**config.mk**
```make
export PLATFORM = sky130hd
export DESIGN_NAME = spi_coeff_rx
export DESIGN_NICKNAME = d
export VERILOG_FILES = /design/src/rtl/spi_coeff_rx.sv
export SDC_FILE = /design/constraint.sdc
export NUM_CORES = 1
export LEC_CHECK = 0
export CAP_MARGIN = 20
export CORE_MARGIN = 8
export CORE_UTILIZATION = 45
export CTS_BUF_LIST = sky130_fd_sc_hd__clkbuf_2 sky130_fd_sc_hd__clkbuf_4 sky130_fd_sc_hd__clkbuf_8
export DETAILED_ROUTE_END_ITERATION = 10
export HOLD_SLACK_MARGIN = 0.15
export PLACE_DENSITY_LB_ADDON = 0.2
export RECOVER_POWER = 25
export SETUP_SLACK_MARGIN = 0.3
export SLEW_MARGIN = 30
export SYNTH_ARGS = -nofsm -noshare
export SYNTH_HDL_FRONTEND = slang
export SYNTH_SLANG_ARGS = --single-unit
```
**constraint.sdc**
```tcl
create_clock -name clk -period 2.7 [get_ports clk]
set_input_delay 0.27 -clock clk [delete_from_list [all_inputs] [get_ports clk]]
set_output_delay 0.27 -clock clk [all_outputs]
set_load 0.01 [all_outputs]
```
**src/rtl/spi_coeff_rx.sv**
```systemverilog
// SPI mode-0 slave that deserialises one coefficient frame and checks its length and header.
// Latency: update_en/frame_err pulse SYNC_STAGES+2 clk edges after cs_n rises at the pin.
// Backpressure: none; the consumer must take data on update_en, and data is held until the next accepted frame.
module spi_coeff_rx #(
    parameter int          FRAME_BITS   = 336,
    parameter logic [15:0] HEADER       = 16'hA55A,
    parameter bit          CHECK_HEADER = 1'b1,
    parameter int          SYNC_STAGES  = 2
) (
    input  logic                  clk,
    input  logic                  reset,
    input  logic                  sck,
    input  logic                  cs_n,
    input  logic                  mosi,
    output logic [FRAME_BITS-1:0] data,
    output logic                  update_en,
    output logic                  frame_err
);

    localparam int CNT_W = $clog2(FRAME_BITS + 1);
    localparam logic [CNT_W-1:0] FULL_CNT = CNT_W'(FRAME_BITS);

    typedef enum logic [1:0] {IDLE, SHIFT, OVERRUN} state_t;

    // Synchroniser chains, edge-detect history and registered strobes.
    logic [SYNC_STAGES-1:0] sck_sync_q, sck_sync_d;
    logic [SYNC_STAGES-1:0] cs_sync_q,  cs_sync_d;
    logic [SYNC_STAGES-1:0] mosi_sync_q, mosi_sync_d;
    logic sck_prev_q, cs_prev_q;
    logic sck_rise_q, sck_rise_d;
    logic cs_fall_q,  cs_fall_d;
    logic cs_rise_q,  cs_rise_d;
    logic mosi_q,     mosi_d;
    logic sck_s, cs_s, mosi_s;

    // Frame state.
    state_t                  state_q, state_d;
    logic [CNT_W-1:0]        bit_cnt_q, bit_cnt_d;
    logic [FRAME_BITS-1:0]   shreg_q, shreg_d;
    logic [FRAME_BITS-1:0]   data_q, data_d;
    logic                    update_en_q, update_en_d;
    logic                    frame_err_q, frame_err_d;
    logic                    header_ok;

    assign sck_s  = sck_sync_q[SYNC_STAGES-1];
    assign cs_s   = cs_sync_q[SYNC_STAGES-1];
    assign mosi_s = mosi_sync_q[SYNC_STAGES-1];

    // Shift pins into the synchronisers and form the edge strobes; mosi is captured alongside the strobes so it lines up with sck_rise_q.
    always_comb begin
        sck_sync_d  = {sck_sync_q[SYNC_STAGES-2:0],  sck};
        cs_sync_d   = {cs_sync_q[SYNC_STAGES-2:0],   cs_n};
        mosi_sync_d = {mosi_sync_q[SYNC_STAGES-2:0], mosi};
        sck_rise_d  = sck_s & ~sck_prev_q;
        cs_fall_d   = ~cs_s & cs_prev_q;
        cs_rise_d   = cs_s & ~cs_prev_q;
        mosi_d      = mosi_s;
    end

    // Synchroniser and strobe registers, reset to the idle pin levels.
    always_ff @(posedge clk or negedge reset) begin
        if (!reset) begin
            sck_sync_q  <= '0;
            cs_sync_q   <= '1;
            mosi_sync_q <= '0;
            sck_prev_q  <= 1'b0;
            cs_prev_q   <= 1'b1;
            sck_rise_q  <= 1'b0;
            cs_fall_q   <= 1'b0;
            cs_rise_q   <= 1'b0;
            mosi_q      <= 1'b0;
        end else begin
            sck_sync_q  <= sck_sync_d;
            cs_sync_q   <= cs_sync_d;
            mosi_sync_q <= mosi_sync_d;
            sck_prev_q  <= sck_s;
            cs_prev_q   <= cs_s;
            sck_rise_q  <= sck_rise_d;
            cs_fall_q   <= cs_fall_d;
            cs_rise_q   <= cs_rise_d;
            mosi_q      <= mosi_d;
        end
    end

    assign header_ok = !CHECK_HEADER || (shreg_q[FRAME_BITS-1 -: 16] == HEADER);

    // Frame FSM: cs edges take priority over sck so a closing sck edge is never shifted.
    always_comb begin
        state_d     = state_q;
        bit_cnt_d   = bit_cnt_q;
        shreg_d     = shreg_q;
        data_d      = data_q;
        update_en_d = 1'b0;
        frame_err_d = 1'b0;
        case (state_q)
            IDLE: begin
                if (cs_fall_q) begin
                    bit_cnt_d = '0;
                    state_d   = SHIFT;
                end
            end
            SHIFT: begin
                if (cs_fall_q) begin
                    // A fall without a seen rise restarts the frame silently.
                    bit_cnt_d = '0;
                end else if (cs_rise_q) begin
                    if (bit_cnt_q == FULL_CNT && header_ok) begin
                        data_d      = shreg_q;
                        update_en_d = 1'b1;
                    end else begin
                        frame_err_d = 1'b1;
                    end
                    state_d = IDLE;
                end else if (sck_rise_q) begin
                    if (bit_cnt_q == FULL_CNT) begin
                        state_d = OVERRUN;
                    end else begin
                        shreg_d   = {shreg_q[FRAME_BITS-2:0], mosi_q};
                        bit_cnt_d = bit_cnt_q + 1'b1;
                    end
                end
            end
            OVERRUN: begin
                if (cs_rise_q) begin
                    frame_err_d = 1'b1;
                    state_d     = IDLE;
                end
            end
            default: state_d = IDLE;
        endcase
    end

    // Frame state registers.
    always_ff @(posedge clk or negedge reset) begin
        if (!reset) begin
            state_q     <= IDLE;
            bit_cnt_q   <= '0;
            shreg_q     <= '0;
            data_q      <= '0;
            update_en_q <= 1'b0;
            frame_err_q <= 1'b0;
        end else begin
            state_q     <= state_d;
            bit_cnt_q   <= bit_cnt_d;
            shreg_q     <= shreg_d;
            data_q      <= data_d;
            update_en_q <= update_en_d;
            frame_err_q <= frame_err_d;
        end
    end

    assign data      = data_q;
    assign update_en = update_en_q;
    assign frame_err = frame_err_q;

endmodule
```
==> impl_metrics.csv <==
group,metric,value,unit
floorplanning,die-area,0.0657,mm^2
outcome,status,"finished, final reports clean",
clock_network,clkTransAtPathRegs,60,ps
timing,min_period_over_period,0.868,
global_route,grt_max_degree,81,
yosys,avgSynthCellArea,17.1,um^2
placed_design,placed_area,0.0305,mm^2
timing,timing.fmax,427,MHz
layout,diodes,0,
clock_network,cts_buffers,113,
power,p_int,16.3,mW
power,pwr-share-seq,0.502,
power,switchingPower,4.75,mW
route,antenna_left,0,
yosys,synth_nets,1533,
floorplanning,row_count,88,
floorplanning,die_x,256,um
global_route,grt_first_pass_wirelength,86900,um
clock_network,cts_tree,"done",
clock_network,cts_root_buf,"clkbuf_8",
clock_network,clk_path_buf_depth,3,
timing,tightest_slew,1290,ps
global_route,grt.busiest_layer,"met2",
yosys,yosys_warnings,0,
setup_path,cp-end-kind,"flop",
layout,area.growth.synth_to_final,29.8,%
clock_network,clock_latency,680,ps
global_route,grt-ovfl-total,0,
setup_path,cp-start-kind,"flop",
power,peakVddDrop,0.417,mV
yosys,synth-simple-area-share,0.0158,
worst_hold_path,hold_class,"primary input to async pin",
timing,rsz0062_at_grt,"false",
route,via_per_inst,4.99,
global_route,use_met3,0.0455,
setup_path,crit_arrival,2900,ps
timing,hold_violations,0,
global_route,grt.met2_usage,0.263,
floorplanning,die_h,256,um
power,p_per_area,626,mW/mm^2
timing,slew_headroom,0.142,
global_route,met1_usage,0.211,
timing,setup_tns,0,ps
power,clkPwrFrac,0.455,
route,wl,56800,um
global_route,grt_pass1_vias,15300,
floorplanning,coreArea,0.0574,mm^2
yosys,synth_mux_area_frac,0.286,
yosys,seq_area_frac_synth,0.672,
yosys,synth-compound-area-share,0.00506,
power,combinationalPowerShare,0.043,
layout,postLayoutCoreUtil,0.588,
layout,drive_above_1_share,0.449,
layout,stdcell_area,0.0337,mm^2
global_route,antenna_found_initial,1,
power,power.leakage,16.8,nW
setup_path,crit_fanout,16,
placed_design,place_hpwl,34800,um
yosys,synth_cells,1523,
route,drc_errors,0,
power,swShare,0.225,
layout,final_cell_mix,"dfrtp_1 (693), mux2_2 (635), clkdlybuf4s50_1 (338)",
yosys,synthDistinctLibCells,38,
timing,final_max_slew_viol_count,0,
placed_design,port_buffers,342,
setup_path,path_class,"flop to flop",
setup_path,cp.required,3260,ps
clock_network,h-tree-depth,3,
layout,final_common_cell,"dfrtp_1",
global_route,groute.usage.overall,0.162,
yosys,yosys.area_share.adder,0.00241,
clock_network,cts_sinks,697,
floorplanning,initial_core_util,0.453,
layout,final_nets,1997,
yosys,yosys_register_bits,697,
route,drt_iter0_drc,540,
timing,period_minus_slack,2340,ps
flow_run,drv_cap,0,
timing,finalClockSkew,18.9,ps
timing,setup_viol_count_final,0,
placed_design,place_congestion,0.766,
route,dr_total_vias,14200,
route,drt-pass1-iter-count,4,
yosys,synth.cell_area,0.0260,mm^2
floorplanning,io_pins,343,
yosys,synth_top_family_by_area,"multiplexers",
route,post_drt_wl_per_cell,19.9,um
yosys,synth-xor-area-share,0.000337,
[sequential cells by signal, summed over array words and instances (netlist names), 2 cells and up]
register     flops
bit_cnt_q        9
cs_sync_q        2
data           336
mosi_sync_q      2
sck_sync_q       2
shreg_q        336
state_q          2
[synthesized netlist by cell type]
library cell / count / area (um^2)
mux2_2: 635 / 7150
nand4_1: 4 / 25.0
a211o_1: 2 / 17.5
nand3b_1: 1 / 7.51
buf_4: 30 / 225
ha_1: 5 / 62.6
xnor2_1: 1 / 8.76
nor2b_1: 13 / 81.3
or2_2: 8 / 50.1
o2111a_1: 1 / 11.3
nor4bb_1: 5 / 50.1
nor3_2: 1 / 10.0
nand2_1: 6 / 22.5
and2_1: 1 / 6.26
dfrtp_1: 694 / 17400
o22ai_1: 1 / 6.26
a21o_1: 1 / 7.51
a221o_1: 2 / 20.0
o211ai_1: 1 / 7.51
o21ai_0: 3 / 15.0
a221oi_1: 1 / 8.76
mux2i_1: 1 / 10.0
buf_6: 4 / 45.0
mux2_1: 23 / 259
and3_1: 5 / 31.3
buf_2: 36 / 180
nor2_1: 3 / 11.3
inv_1: 8 / 30.0
a21oi_1: 4 / 20.0
a22o_1: 1 / 8.76
nand3_1: 7 / 35.0
or2_1: 1 / 6.26
nand4bb_4: 2 / 55.1
dfstp_2: 3 / 78.8
o2111ai_1: 1 / 8.76
nor3_1: 1 / 5.00
clkbuf_1: 5 / 18.8
nor4_1: 2 / 12.5
[cell type report]
cell class | count | area (um^2)
Tap cell | 765 | 957
Timing Repair Buffer | 424 | 4710
Inverter | 8 | 30.0
Clock inverter | 27 | 159
Sequential cell | 697 | 17400
Clock buffer | 185 | 2330
Fill cell | 4407 | 23600
Multi-Input combinational cell | 743 | 8090
[repair_timing]
item	4_1_cts	5_1_grt
hold buffers	4	0
resized for setup	9	20
setup buffers	1	10
gates cloned	2	21
pin swaps	1	6
endpoints found under the setup margin	180	284
endpoints found under the hold margin	496	0
[logic make-up (layout without fill, tap and decap cells)]
kind of cell,Yosys count,in the layout
buf+inv,83,644
xor+xnor,1,1
mux,659,659
compound gates,18,18
flops,697,697
simple gates,60,60
fa+ha+maj,5,5
[power groups by stage]
| stage | clock [mW] | sequential [mW] | combinational [mW] |
|---|---|---|---|
| 3_3_place_gp | 0 | 10.8 | 0.890 |
| 5_1_grt | 10.4 | 10.6 | 1.01 |
| 4_1_cts | 9.94 | 10.6 | 0.922 |
| 2_1_floorplan | 0 | 10.8 | 0.500 |
| 6_report | 9.59 | 10.6 | 0.910 |
| 3_5_place_dp | 0 | 10.8 | 0.913 |
[stage by stage]
stage	setup slack [ps]	power [mW]	cells	hold WS, ps
floorplan	530	11.3	1523	-25.6
global placement	274	11.7	2599	335
detailed placement	224	11.7	2599	337
CTS	301	21.4	2818	184
global route	267	22.0	2849	206
finish	357	21.1	2849	190
[per-layer routing]
| layer | routed length, um | vias to the layer above |
|---|---|---|
| li1 | - | 6391 |
| met3 | 2930 | 74 |
| met4 | 960 | 2 |
| met2 | 28000 | 298 |
| met1 | 24900 | 7465 |
| met5 | 12 | - |
[critical path, cell delays in order, from the launching register on]
cell and delay, ps:
dfrtp_1 430, inv_2 100, ha_4 130, nand4bb_4 100, or2_4 280, nor3_4 260
buf_6 190, clkbuf_16 200, buf_16 170, mux2_2 350
[final timing paths]
path | cells after the start | slack (ps) | from | endpoint
hold / removal | 2 | 190 | reset | shreg_q[294]$_DFFE_PN0P_
setup reg to reg | 9 | 360 | bit_cnt_q[1]$_DFFE_PN0P_ | data[182]$_DFFE_PN0P_
hold reg to reg | 0 | 350 | mosi_sync_q[1]$_DFF_PN0_ | mosi_q$_DFF_PN0_
min in group clk | 0 | 350 | mosi_sync_q[1]$_DFF_PN0_ | mosi_q$_DFF_PN0_
setup / recovery | 9 | 360 | bit_cnt_q[1]$_DFFE_PN0P_ | data[182]$_DFFE_PN0P_
max in group asynchronous | 3 | 810 | reset | data[248]$_DFFE_PN0P_
Note: power is estimated with default switching activity, not from simulation.
